File: src/rtl/div_clk_monitor.sv
// div_clk_monitor: checks three even-divided clocks (div2, div4, div10) against
// their expected periods, all treated as data launched from clk.
//   clk, rstn          : single clock, asynchronous active-low reset
//   clk_div2/4/10      : divided-clock inputs, channels 0/1/2
//   err_clr            : synchronous pulse clearing the sticky error flags
//   locked             : every channel has seen LOCK_CNT consecutive good periods
//   err[2:0]           : sticky per-channel fault flags (wrong period or timeout)
//   meas_div10[CW-1:0] : last measured clk_div10 period in clk cycles
module div_clk_monitor #(
    parameter int unsigned P2       = 2,
    parameter int unsigned P4       = 4,
    parameter int unsigned P10      = 10,
    parameter int unsigned LOCK_CNT = 4,
    parameter int unsigned CW       = 8
) (
    input  logic          clk,
    input  logic          rstn,
    input  logic          clk_div2,
    input  logic          clk_div4,
    input  logic          clk_div10,
    input  logic          err_clr,
    output logic          locked,
    output logic [2:0]    err,
    output logic [CW-1:0] meas_div10
);
    localparam int unsigned NCH = 3;
    localparam int unsigned GW  = $clog2(LOCK_CNT + 1);

    typedef enum logic {ACQ = 1'b0, MEAS = 1'b1} state_e;

    logic [NCH-1:0]         div_in;
    logic [NCH-1:0]         s_q;
    logic [NCH-1:0]         prev_q;
    logic [NCH-1:0]         rise;
    logic [NCH-1:0]         err_ev;
    logic [NCH-1:0]         good_full;
    logic [NCH-1:0]         meas_ld;
    logic [NCH-1:0][CW-1:0] cnt_all;
    logic [NCH-1:0]         err_q;
    logic [NCH-1:0]         err_d;
    logic [CW-1:0]          meas_q;
    logic [CW-1:0]          meas_d;

    assign div_in = {clk_div10, clk_div4, clk_div2};
    assign rise   = s_q & ~prev_q;

    // Sample and previous-sample registers for rising-edge detection.
    always_ff @(posedge clk or negedge rstn) begin
        if (!rstn) begin
            s_q    <= '0;
            prev_q <= '0;
        end else begin
            s_q    <= div_in;
            prev_q <= s_q;
        end
    end

    for (genvar g = 0; g < NCH; g++) begin : g_ch
        localparam int unsigned   PI  = (g == 0) ? P2 : ((g == 1) ? P4 : P10);
        localparam logic [CW-1:0] PER = CW'(PI);
        localparam logic [CW-1:0] TMO = CW'(2 * PI);

        state_e         state_q;
        state_e         state_d;
        logic [CW-1:0]  cnt_q;
        logic [CW-1:0]  cnt_d;
        logic [GW-1:0]  good_q;
        logic [GW-1:0]  good_d;
        logic           ev;
        logic           ld;

        // Per-channel period measurement; a rise wins over a same-cycle timeout.
        always_comb begin
            state_d = state_q;
            cnt_d   = cnt_q;
            good_d  = good_q;
            ev      = 1'b0;
            ld      = 1'b0;
            case (state_q)
                ACQ: begin
                    cnt_d = '0;
                    if (rise[g]) begin
                        state_d = MEAS;
                        cnt_d   = CW'(1);
                    end
                end
                MEAS: begin
                    if (rise[g]) begin
                        ld    = 1'b1;
                        cnt_d = CW'(1);
                        if (cnt_q == PER) begin
                            good_d = (good_q == GW'(LOCK_CNT)) ? good_q : good_q + GW'(1);
                        end else begin
                            good_d = '0;
                            ev     = 1'b1;
                        end
                    end else if (cnt_q == TMO) begin
                        ev      = 1'b1;
                        good_d  = '0;
                        cnt_d   = '0;
                        state_d = ACQ;
                    end else if (cnt_q != '1) begin
                        cnt_d = cnt_q + CW'(1);
                    end
                end
                default: begin
                    state_d = ACQ;
                    cnt_d   = '0;
                end
            endcase
        end

        always_ff @(posedge clk or negedge rstn) begin
            if (!rstn) begin
                state_q <= ACQ;
                cnt_q   <= '0;
                good_q  <= '0;
            end else begin
                state_q <= state_d;
                cnt_q   <= cnt_d;
                good_q  <= good_d;
            end
        end

        assign err_ev[g]    = ev;
        assign meas_ld[g]   = ld;
        assign cnt_all[g]   = cnt_q;
        assign good_full[g] = (good_q == GW'(LOCK_CNT));
    end

    // Error set dominates a coincident clear.
    always_comb begin
        err_d  = (err_q & ~{NCH{err_clr}}) | err_ev;
        meas_d = meas_ld[2] ? cnt_all[2] : meas_q;
    end

    always_ff @(posedge clk or negedge rstn) begin
        if (!rstn) begin
            err_q  <= '0;
            meas_q <= '0;
        end else begin
            err_q  <= err_d;
            meas_q <= meas_d;
        end
    end

    assign locked     = &good_full;
    assign err        = err_q;
    assign meas_div10 = meas_q;
endmodule

File: config.mk
export PLATFORM = sky130hd
export DESIGN_NAME = div_clk_monitor
export DESIGN_NICKNAME = d
export VERILOG_FILES = /design/src/rtl/div_clk_monitor.sv
export SDC_FILE = /design/constraint.sdc
export NUM_CORES = 1
export LEC_CHECK = 0
export ABC_AREA = 1
export CAP_MARGIN = 20
export CELL_PAD_IN_SITES_DETAIL_PLACEMENT = 0
export CELL_PAD_IN_SITES_GLOBAL_PLACEMENT = 1
export CORE_MARGIN = 2
export CORE_UTILIZATION = 45
export CTS_BUF_LIST = sky130_fd_sc_hd__clkbuf_2
export CTS_CLUSTER_SIZE = 16
export DETAILED_ROUTE_END_ITERATION = 10
export PLACE_DENSITY = 0.83
export SLEW_MARGIN = 25
export SYNTH_ARGS = -nofsm -noshare
export SYNTH_HDL_FRONTEND = slang
export SYNTH_SLANG_ARGS = --single-unit
File: constraint.sdc
create_clock -name clk -period 2.94 [get_ports clk]
set_clock_uncertainty 0.1 [all_clocks]
set_input_delay 0.588 -clock clk [delete_from_list [all_inputs] [get_ports clk]]
set_output_delay 0.588 -clock clk [all_outputs]
set_load 0.02 [all_outputs]
==> metrics <==
top cells by area, synth dfrtp_1 (44%), nand2_1 (13%), nand3_1 (7.4%), inv_1 (7.0%), ha_1 (5.9%); setup TNS 0 ns; Synth cell types 28; Ports 18; max-slew violations 0; final hold vios 0; H-tree Lvls 2; vias in the first global route ~2400; Setup violations, final 0; Largest stage delay, worst path roughly 0.65 ns; Tot GR Track Use 0.173; mean post-synth cell area just under 8 um2; clk buf depth 2; Setup CP Type reg2out; R2R cell count 8; GP Congestion 0.821; Leak 1.70 nW; Post-synth ARST share 1.00; Multi-input gate area approximately 1400 um2; worst reg2reg startpoint g_ch[2].cnt_q[0]; P&R area growth vs syn 10.8%; layout cell share with drive strength beyond 1 0.0876; Mapped Cells a little under 400; Tot Pwr approximately 2.0 mW; crit path from g_ch[2].good_q[0]; crit path buf inv count 2; post-route clock period utilization 0.940; total global routing overflow 0; Synth Area in Compound Gates 0.0679; power density over the cells 611 nW/um2; setup bufs post-CTS 0; Worst-Margin Slew between 0.6 and 0.7 ns; master of the slowest instance on the critical path clkdlybuf4s50_1; Core ar. 6390 um2; worst endpoint required time ~2.3 ns; initial antenna violation count 0; Vias about 2400; remaining antenna violation count 0; crit path DAT between 2 and 2.5 ns; Die Area approximately 7300 um2; ANT cells 0; first-pass GRT wire length between 10000 and 15000 um; critical path cell sequence inv_1 > ha_1 > nand2_1 > nor3_1 > clkdlybuf4s50_1; die width around 85 um; Layout fillers ~630; Post-synth top flop dfrtp_1; WL/cell roughly 12 um; worst r2r dst err[2]; 1st-iter DRT viols ~110; Peak VDD IR 0.000298 V; # rows 29; clock root buffer clkbuf_2; I/O Buffers 17; Storage cell area roughly 1300 um2; hold-fix buffers at CTS 0; register area share after synthesis 0.444; cell taking the most area after synthesis dfrtp_1; Synth top area share 0.444; critical path depth 5; Critical Path Start Type flip-flop; yosys warns 0; Crit. End Element primary output; Simple-Gate Fraction of Synth Area 0.334; Mapped Area around 3000 um2; multiplexer share of the synthesized area 0; syn nets ~400; TritonCTS buffer count 5; drt pass-1 iters 4; CTS resizes 0; FMAX about 360 MHz; layout net count 430; CP Max Fanout 3; r2r setup slk ~1.2 ns; Clock Latency Late Sink between 0.4 and 0.5 ns; outcome complete, no violations; final WL 5820 um; clk sink count 53; DP HPWL about 4400 um; most numerous cell in the Yosys netlist nand2_1; worst min-delay path category in2async; MaxCap Viol Count 0; Post-Synth Adder-Cell Area 0.0587; top post-synthesis cells by count nand2_1 (100), inv_1 (56), dfrtp_1 (53); Rel. slew slack 0.544; CTS tree yes; largest net degree at the start of global routing 31; synthesis-stage register bit count between 50 and 60; Die Y approximately 85 um; Synth Area in XOR/XNOR 0.0176; CP delay by family, top buffers and inverters; RSZ-0062 raised after global routing no; largest family of logic cells by synthesized area simple AND/OR/NAND/NOR gates; drc violations 0; min Tclk post-route ~2.8 ns; Initial Utilization 0.468; CTS clk-pin slew, worst paths around 0.28 ns; EDFF count, synth 0; post-DR vias/cell 4.95
[layer usage]
layer / up-vias / part of all wire / global-route usage
met5: - / 0 / 0
met4: 0 / 0.011 / 0.0563
met3: 6 / 0.033 / 0.0360
met2: 35 / 0.46 / 0.286
met1: 1107 / 0.49 / 0.229
li1: 1266 / - / -
[where the power goes]
group / internal, mW / switching [mW] / total (mW)
clock network: 0.145 / 0.229 / 0.374
registers: 0.856 / 0.144 / 1.00
logic: 0.257 / 0.390 / 0.648
total: 1.26 / 0.764 / 2.02
[layout make-up]
type / count / share of cell area
inverters: 57 / 0.0647
clock buffers: 6 / 0.00907
repair buffers: 19 / 0.0544
multi-input cells: 274 / 0.432
well taps: 77 / 0.0291
clock inverters: 2 / 0.0102
flip-flops and latches: 53 / 0.401
[state kept, by name (all words and copies together) (netlist names)]
| register | cells |
|---|---|
| meas_div10 | 8 |
| g_ch.good_q | 9 |
| g_ch.cnt_q | 24 |
| prev_q | 3 |
| err | 3 |
| g_ch.state_q | 3 |
| s_q | 3 |
[metrics by stage]
step / util / hold WS, ns / area, um2 / std cells / setup slack [ns]
after floorplan: - / 0.192 / 2990 / 387 / 1.10
after global placement: 0.508 / 0.265 / 3250 / 480 / 0.694
after detailed placement: 0.508 / 0.273 / 3250 / 480 / 0.673
after CTS: 0.518 / 0.0430 / 3310 / 488 / 0.131
after global routing: 0.518 / 0.0498 / 3310 / 488 / 0.0418
final: 0.518 / 0.0237 / 3310 / 488 / 0.175
[kinds of logic after synthesis]
group	Yosys count
AOI/OAI and AO/OA	34
xor gates and xnor gates	6
adders and majority gates	14
buffers and inverters	60
DFF	53
and+or+nand+nor	220
[worst max-delay path by stage]
stage	to	slack (ns)
detailed placement	locked	0.67
global route	locked	0.04
CTS	locked	0.13
finish	locked	0.18
floorplan	locked	1.10
global placement	locked	0.69
[cell usage in the layout (no fill, tap or decap), drive strengths merged, types with 5 or more instances in the layout]
cell type      count
o21ai             25
nor2              56
nand4              7
ha                14
dfrtp             53
a21oi              5
inv               57
xor2               6
nand2            106
clkdlybuf4s50     16
clkbuf             6
nand3             45
Note: power is estimated with default switching activity, not from simulation.
